## src/rtl/alu_issue.sv

```systemverilog
// alu_issue: issue and write-back stage in front of the core ALU.
//
// Accepts one RV32I instruction at a time over a valid/ready handshake, decodes OP and
// (optionally) OP-IMM, reads operands from an internal 32x32 register file, presents them
// to the ALU, samples the ALU result after ALU_LAT cycles and writes it back.
//
// Parameters:
//   ALU_LAT      cycles from stable ALU inputs to a valid alu_rd (legal range 1..4)
//
// Optional feature macro:
//   ALU_ISSUE_OPIMM_EN  defined: OP-IMM (opcode 0010011) is decoded.
//                       undefined: OP-IMM is rejected as illegal; no immediate muxing.
//
// Ports:
//   clk, rst_n                 clock, synchronous active-low reset
//   instr_valid/instr_ready    instruction handshake; instr sampled on acceptance only
//   instr                      32-bit instruction word
//   alu_rs1, alu_rs2           ALU operands (registered)
//   alu_funct3, alu_funct7     ALU operation select / modifier (registered)
//   alu_rd, alu_z              ALU result and zero flag
//   wb_valid, wb_addr, wb_data one-cycle write-back strobe, destination, value
//   illegal                    one-cycle pulse for a rejected instruction
//   zero_flag                  alu_z of the last retired instruction
//   dbg_addr, dbg_data         combinational register-file read port (x0 reads 0)

module alu_issue #(
    parameter int unsigned ALU_LAT = 1
) (
    input  logic        clk,
    input  logic        rst_n,
    input  logic        instr_valid,
    output logic        instr_ready,
    input  logic [31:0] instr,
    output logic [31:0] alu_rs1,
    output logic [31:0] alu_rs2,
    output logic [2:0]  alu_funct3,
    output logic [6:0]  alu_funct7,
    input  logic [31:0] alu_rd,
    input  logic        alu_z,
    output logic        wb_valid,
    output logic [4:0]  wb_addr,
    output logic [31:0] wb_data,
    output logic        illegal,
    output logic        zero_flag,
    input  logic [4:0]  dbg_addr,
    output logic [31:0] dbg_data
);

    localparam logic [6:0] OPC_OP    = 7'b0110011;
`ifdef ALU_ISSUE_OPIMM_EN
    localparam logic [6:0] OPC_OPIMM = 7'b0010011;
`endif

    typedef enum logic [1:0] {StIdle, StExec, StWb, StIll} state_e;

    state_e      state;
    logic [2:0]  cnt;       // remaining EXEC cycles, loaded with ALU_LAT
    logic [4:0]  rd_q;      // destination of the instruction in flight
    logic [31:0] regs [32];

    // Field extraction
    logic [6:0]  opcode;
    logic [2:0]  f3;
    logic [6:0]  f7;
    logic [4:0]  rs1_idx;
    logic [4:0]  rs2_idx;
    logic [31:0] rs1_val;
    logic [31:0] rs2_val;

    assign opcode  = instr[6:0];
    assign f3      = instr[14:12];
    assign f7      = instr[31:25];
    assign rs1_idx = instr[19:15];
    assign rs2_idx = instr[24:20];
    assign rs1_val = (rs1_idx == 5'd0) ? 32'd0 : regs[rs1_idx];
    assign rs2_val = (rs2_idx == 5'd0) ? 32'd0 : regs[rs2_idx];

    // Decode: legality, second operand and funct7 to present to the ALU
    logic        dec_legal;
    logic [31:0] dec_rs2;
    logic [6:0]  dec_f7;

    always_comb begin
        dec_legal = 1'b0;
        dec_rs2   = rs2_val;
        dec_f7    = 7'h00;
        // opcode compare covers instr[1:0] == 2'b11
        if (opcode == OPC_OP) begin
            dec_f7    = f7;
            dec_legal = (f7 == 7'h00) ||
                        ((f7 == 7'h20) && ((f3 == 3'b000) || (f3 == 3'b101)));
        end
`ifdef ALU_ISSUE_OPIMM_EN
        else if (opcode == OPC_OPIMM) begin
            if (f3 == 3'b001) begin
                dec_rs2   = {27'd0, instr[24:20]};
                dec_legal = (f7 == 7'h00);
            end else if (f3 == 3'b101) begin
                dec_rs2   = {27'd0, instr[24:20]};
                dec_legal = (f7 == 7'h00) || (f7 == 7'h20);
                dec_f7    = (f7 == 7'h20) ? 7'h20 : 7'h00;
            end else begin
                // ADDI and friends: funct7 stays 0x00 whatever the immediate holds
                dec_rs2   = {{20{instr[31]}}, instr[31:20]};
                dec_legal = 1'b1;
            end
        end
`endif
    end

    // Ready is gated by rst_n so it reads 0 for the whole time reset is held.
    assign instr_ready = rst_n && (state == StIdle);

    assign dbg_data = (dbg_addr == 5'd0) ? 32'd0 : regs[dbg_addr];

    always_ff @(posedge clk) begin
        if (!rst_n) begin
            state      <= StIdle;
            cnt        <= 3'd0;
            rd_q       <= 5'd0;
            alu_rs1    <= 32'd0;
            alu_rs2    <= 32'd0;
            alu_funct3 <= 3'd0;
            alu_funct7 <= 7'd0;
            wb_valid   <= 1'b0;
            wb_addr    <= 5'd0;
            wb_data    <= 32'd0;
            illegal    <= 1'b0;
            zero_flag  <= 1'b0;
            for (int i = 0; i < 32; i++) begin
                regs[i] <= 32'd0;
            end
        end else begin
            wb_valid <= 1'b0;
            illegal  <= 1'b0;
            unique case (state)
                StIdle: begin
                    if (instr_valid) begin
                        if (dec_legal) begin
                            rd_q       <= instr[11:7];
                            alu_rs1    <= rs1_val;
                            alu_rs2    <= dec_rs2;
                            alu_funct3 <= f3;
                            alu_funct7 <= dec_f7;
                            cnt        <= 3'(ALU_LAT);
                            state      <= StExec;
                        end else begin
                            illegal <= 1'b1;
                            state   <= StIll;
                        end
                    end
                end
                StExec: begin
                    cnt <= cnt - 3'd1;
                    if (cnt == 3'd1) begin
                        wb_data   <= alu_rd;
                        zero_flag <= alu_z;
                        wb_addr   <= rd_q;
                        wb_valid  <= 1'b1;
                        state     <= StWb;
                    end
                end
                StWb: begin
                    if (wb_addr != 5'd0) begin
                        regs[wb_addr] <= wb_data;
                    end
                    state <= StIdle;
                end
                StIll: begin
                    state <= StIdle;
                end
                default: begin
                    state <= StIdle;
                end
            endcase
        end
    end

endmodule

```

## config.mk

```make
export PLATFORM = sky130hd
export DESIGN_NAME = alu_issue
export DESIGN_NICKNAME = d
export VERILOG_FILES = /design/src/rtl/alu_issue.sv
export SDC_FILE = /design/constraint.sdc
export NUM_CORES = 2
export LEC_CHECK = 0
export CORE_ASPECT_RATIO = 1.75
export CORE_UTILIZATION = 56
export DETAILED_ROUTE_END_ITERATION = 6
export PLACE_DENSITY = 0.78
export SYNTH_ARGS = -nofsm -noshare
export SYNTH_HDL_FRONTEND = slang
export SYNTH_SLANG_ARGS = --single-unit
```

## constraint.sdc

```tcl
create_clock -name clk -period 4.65 [get_ports clk]
set_input_delay 0.93 -clock clk [delete_from_list [all_inputs] [get_ports clk]]
set_output_delay 0.93 -clock clk [all_outputs]
set_load 0.005 [all_outputs]
```

---- Yosys cells after proc, flatten, opt, wreduce, memory -nomap -nowiden ----
Memories as Yosys holds them, arrays and structs flattened.
Cells that the tools add are included.
storage, ports and cells
  input port bits ......................... 73
  word-level logic and storage cells ...... 66
  bits in latches ......................... 0
  output and inout bits ................... 147
  memory bits (writable) .................. 1024
  ROM bits ................................ 0
  register bits ........................... 124
  memories kept ........................... 1
memory list
  name  words  bits a word  rd ports  clocked after memory_dff  write ports  line  text
  regs  32     32           3         0                         32           59    logic [31:0] regs [32];
operators by class
  order comparisons ....................... 0
  bitwise operators ....................... 0
  multipliers ............................. 0
  reductions and logical operators ........ 20
  shift-type cells ........................ 0
  divide/modulo/power cells ............... 0
  mux-type cells .......................... 22
  $add $sub $neg .......................... 1
  equality and inequality tests ........... 10
operator list
  cell                                               count
  two-way mux 32 bit                                 4
  OR reduction 32 bit                                1
  logical NOT 5 bit                                  3
  == test 7 x 6 -> 1 bit (second input constant)     2
  two-way mux 1 bit                                  9
  AND reduction 3 bit                                3
  logical NOT 7 bit                                  1
  two-way mux 7 bit                                  1
  two-way mux 2 bit                                  3
  two-way mux 3 bit                                  2
  != test 2 bit (second input constant)              3
  case mux 2 bit (3 select lines)                    1
  case mux 3 bit (2 select lines)                    1
  AND reduction 2 bit                                3
  two-way mux 5 bit                                  1
  nonzero test 5 bit                                 1
  == test 2 bit (second input constant)              2
  == test 3 x 1 -> 1 bit (second input constant)     1
  == test 3 bit (second input constant)              1
  logical NOT 3 bit                                  1
  subtractor 3 x 1 -> 3 bit (second input constant)  1
  == test 2 x 1 -> 1 bit (second input constant)     1
  logical AND 1 bit                                  2
  logical NOT 2 bit                                  1
  other kinds (3)                                    4

---- Logic depth before layout (Yosys ltp) ----
  depth after elaboration ................. 8
  mapped depth ............................ 9
  gate-level depth less buffers ........... 5

---- Worst setup path before layout ----
No wires, ideal clock.
  kind .................................... input-to-reg
  start ................................... input port rst_n
  end ..................................... memory regs[29][0], enable pin
  library setup time ...................... 0.466 ns
  setup slack ............................. -0.106 ns
  path buffers ............................ 2
  cell stages on the path ................. 6
  arrival time ............................ 4.290 ns
  required time ........................... 4.184 ns
  path through ............................ clkbuf_1 -> or2b_2 -> nor2_1 -> nand3_1 -> clkbuf_1 -> o21ai_0
RTL lines
  element      line  text
  from (decl)  30    input logic rst_n,
  to (decl)    59

---- Final worst setup path ----
  start ................................... input port dbg_addr[0]
  end ..................................... output port dbg_data[29]
between the ends
  word-level cells in the longest chain between the ends .. 2
  elaborated cells between the ends (all ways) .. 3
  those cells by class .................... mux: 1; reduce/logical: 1; memory: 1
ends and longest elaborated chain
  element                                                         line  text
  from (decl)                                                     45    input logic [4:0] dbg_addr,
  memory read (32 x 32 bit) or logical NOT 5 bit (tied branches)  -
  two-way mux 32 bit (*)                                          114   assign dbg_data = (dbg_addr == 5'd0) ? 32'd0 : regs[dbg_addr];
  to (decl)                                                       46    output logic [31:0] dbg_data
Every way passes the cells marked *; elsewhere a longest branch is shown, timed or not.

==> flow_summary.ini <==
[worst_setup_path]
cp-startpoint = dbg_addr[0]
slowest_stage = clkdlybuf4s50_1
required_ns = 3.72
path_delay_family = buffers and inverters
worst-path-stages = 8
ff2ff_path_depth = 6
cp-start-kind = input pin
critical_path_class = in2out
cpPeakStageDelay_ns = 0.54
cp_cell_sequence = buf_8 -> buf_12 -> buf_12 -> mux4_2 -> mux4_2 -> inv_1 -> o21ai_0 -> clkdlybuf4s50_1
cp.arrival_ns = 3.56
end_kind = output port
rrSetupSlack_ns = 1.35
critPathBufInv = 5
worstReg2RegStart = wb_addr[2]
reg2reg_to = regs[4][20]
cp_max_fo = 25
endpoint = dbg_data[29]

[clock_tree]
htreeDepth = 3
cts_hold_buf = 0
numCtsBuffers = 105
postCtsSetupBuffers = 0
clk_latency_ns = 0.79
path_clk_slew_ns = 0.06
cts_tree = done
cts.repair.resized = 0
cts_buffer_depth = 3
root_buffer = clkbuf_16
clock-sinks = 1148

[drt]
vias = 49409
detail-route-antenna-nets = 0
vias_per_cell = 7.88
drc = 1
wl_per_cell_um = 41.2
drt_pre_antenna_iters = 6
drt_iter0_drc = 9203
wl_mm = 258

[power_and_ir_drop]
totalPowerFinal_uw = 24400
p_sw_uw = 6290
ir_drop_v = 0.000333
p_int_uw = 18100
leakage_uw = 0.0268
p_sw_share_pct = 25.8
power_frac_comb_pct = 13.0
p_seq_share_pct = 48.7
p_per_area_nw_per_um2 = 324
p_clk_share_pct = 38.3

[cells_and_area]
layout_common_cells = 1,024 x edfxtp_1, 999 x and2_1, 704 x mux4_2, 264 x mux2i_1, 205 x clkdlybuf4s50_1
area_growth_pct = 13.7
fin_nets = 4705
drive_gt1_share_pct = 25.9
layout_commonest_cell = edfxtp_1

[floorplan]
coreArea_um2 = 117000
rows = 166
die_h_um = 456
pin_count = 220
fp.dieW_um = 262
initial_core_util_pct = 56.5
die_area_um2 = 119000

[timing]
finalHoldViolCount = 0
worstMarginPinSlew_ns = 1.47
finalCritPeriodShare_pct = 96.5
finClkSkew_ns = 0.0428
finalSetupTns_ns = 0
maxSlewViolCount = 0
fmax_mhz = 223
setup_viol = 0
grt_setup_unrepaired = no
post-route-min-period_ns = 4.49
relSlewSlack_pct = 1.61

[job]
max-cap-violations = 0

[grt]
antenna_found_initial = 26
grt_pass1_wl_mm = 357
grt_pass1_vias = 48690
grt_overflow = 0
grt_start_max_net_pins = 87
grt_usage_pct = 43.6

[place]
routabilityCongestion = 0.976
dp.final_hpwl_mm = 153
numPortBuffers = 219

[synthesis]
ys_ff_latch = 1148
synth_edf_count = 1024
synth-seq-area-share_pct = 50.3
synth_cell_type_count = 50
synthCells = 4563
postSynthAreaPerCell_um2 = 14.5
ys_warn_count = 0
async_reset_ff_share_pct = 0
netlist_area_um2 = 66100
ys.flop_type = edfxtp_1

[min_path]
min_path_type = reg2reg

[outcome]
outcome = finished, violations left
failed_checks = DRC
Yosys cell counts, drive strengths merged (2+ instances only):
master,count,area share [%]
dfxtp,124,3.8
nand2b,2,0.019
inv,39,0.22
a211o,32,0.42
nand2,143,0.82
and2,1002,9.5
edfxtp,1024,47
nor2,54,0.31
a21oi,139,1.1
a22oi,192,2.2
nand4,4,0.038
mux2i,264,4.0
o21bai,64,0.73
buf,129,0.95
nand3,6,0.045
a221oi,128,1.7
mux4,704,24
o21ai,66,0.50
ha,2,0.038
or3b,2,0.027
a31oi,2,0.042
clkbuf,379,2.2
nor2b,6,0.057
nor4,3,0.051
a221o,32,0.54
nand3b,7,0.080
or2,2,0.019
or2b,2,0.027
metal layers:
metal	vias to the layer above	wire length [µm]	track usage, %
li1	18167	-	-
met1	24241	73800	50.1
met2	5341	117000	65.5
met3	1644	39800	14.4
met4	16	27200	36.9
met5	-	182	0
logic make-up (layout without fill, tap and decap cells):
kind of cell             after synthesis  count (layout)  synth area share, %
adder cells (fa/ha/maj)                2               2               0.0379
flip-flops                          1148            1148                 50.3
XOR/XNOR                               2               2               0.0265
AND/OR/NAND/NOR                     1238            1238                 11.1
other                                  1              68              0.00568
AO/OA/AOI/OAI                        657             657                 7.18
buffers and inverters                547             672                 3.37
multiplexers                         968             968                 28.0
worst register-to-register path: cells and delay by family, from the launching register on:
family | cells | cell delay (ns)
buffers and inverters | 2 | 0.77
flip-flops | 1 | 0.62
AND/OR/NAND/NOR | 4 | 1.79
power by group through the flow:
stage / clock (µW) / combinational [µW] / sequential [µW]
floorplan: 0 / 1890 / 11900
global route: 9630 / 3200 / 11900
CTS: 9300 / 3060 / 11800
finish: 9340 / 3170 / 11900
global placement: 0 / 3010 / 12000
detailed placement: 0 / 3050 / 12100
sequential cells by signal (all words and copies together) (netlist names):
name,count
illegal,1
state,2
regs,1024
zero_flag,1
alu_rs2,32
wb_valid,1
rd_q,5
alu_funct7,7
wb_addr,5
wb_data,32
cnt,3
alu_funct3,3
alu_rs1,32
cell type report:
type	count	area, µm²
tap	1512	1890
inverter	39	149
fill	8234	41800
multi-input combinational	2899	31400
clock inverter	60	721
sequential	1148	33200
antenna	36	90.1
timing repair buffer	437	4720
clock buffer	136	2930
stage by stage:
| stage | hold slack [ns] | setup WS (ns) | instances | area (µm²) | utilization (%) |
|---|---|---|---|---|---|
| global placement | 0.438 | 0.213 | 6035 | 71400 | 61.1 |
| floorplan | 0.432 | -0.106 | 4594 | 66200 | - |
| CTS | 0.457 | 0.189 | 6231 | 75000 | 64.2 |
| detailed placement | 0.446 | 0.209 | 6035 | 71400 | 61.1 |
| global route | 0.481 | 0.150 | 6238 | 75100 | 64.2 |
| finish | 0.456 | 0.163 | 6267 | 75100 | 64.3 |
worst min path at each step:
stage / start / end / cells past startpoint
after floorplan: rd_q[0] / wb_addr[0] / 2
after global placement: rd_q[1] / wb_addr[1] / 2
after detailed placement: alu_funct7[0] / alu_funct7[0] / 1
after CTS: rd_q[4] / wb_addr[4] / 2
after global routing: rd_q[3] / wb_addr[3] / 2
final: rd_q[4] / wb_addr[4] / 2
Power figures use the tool's default switching activity.
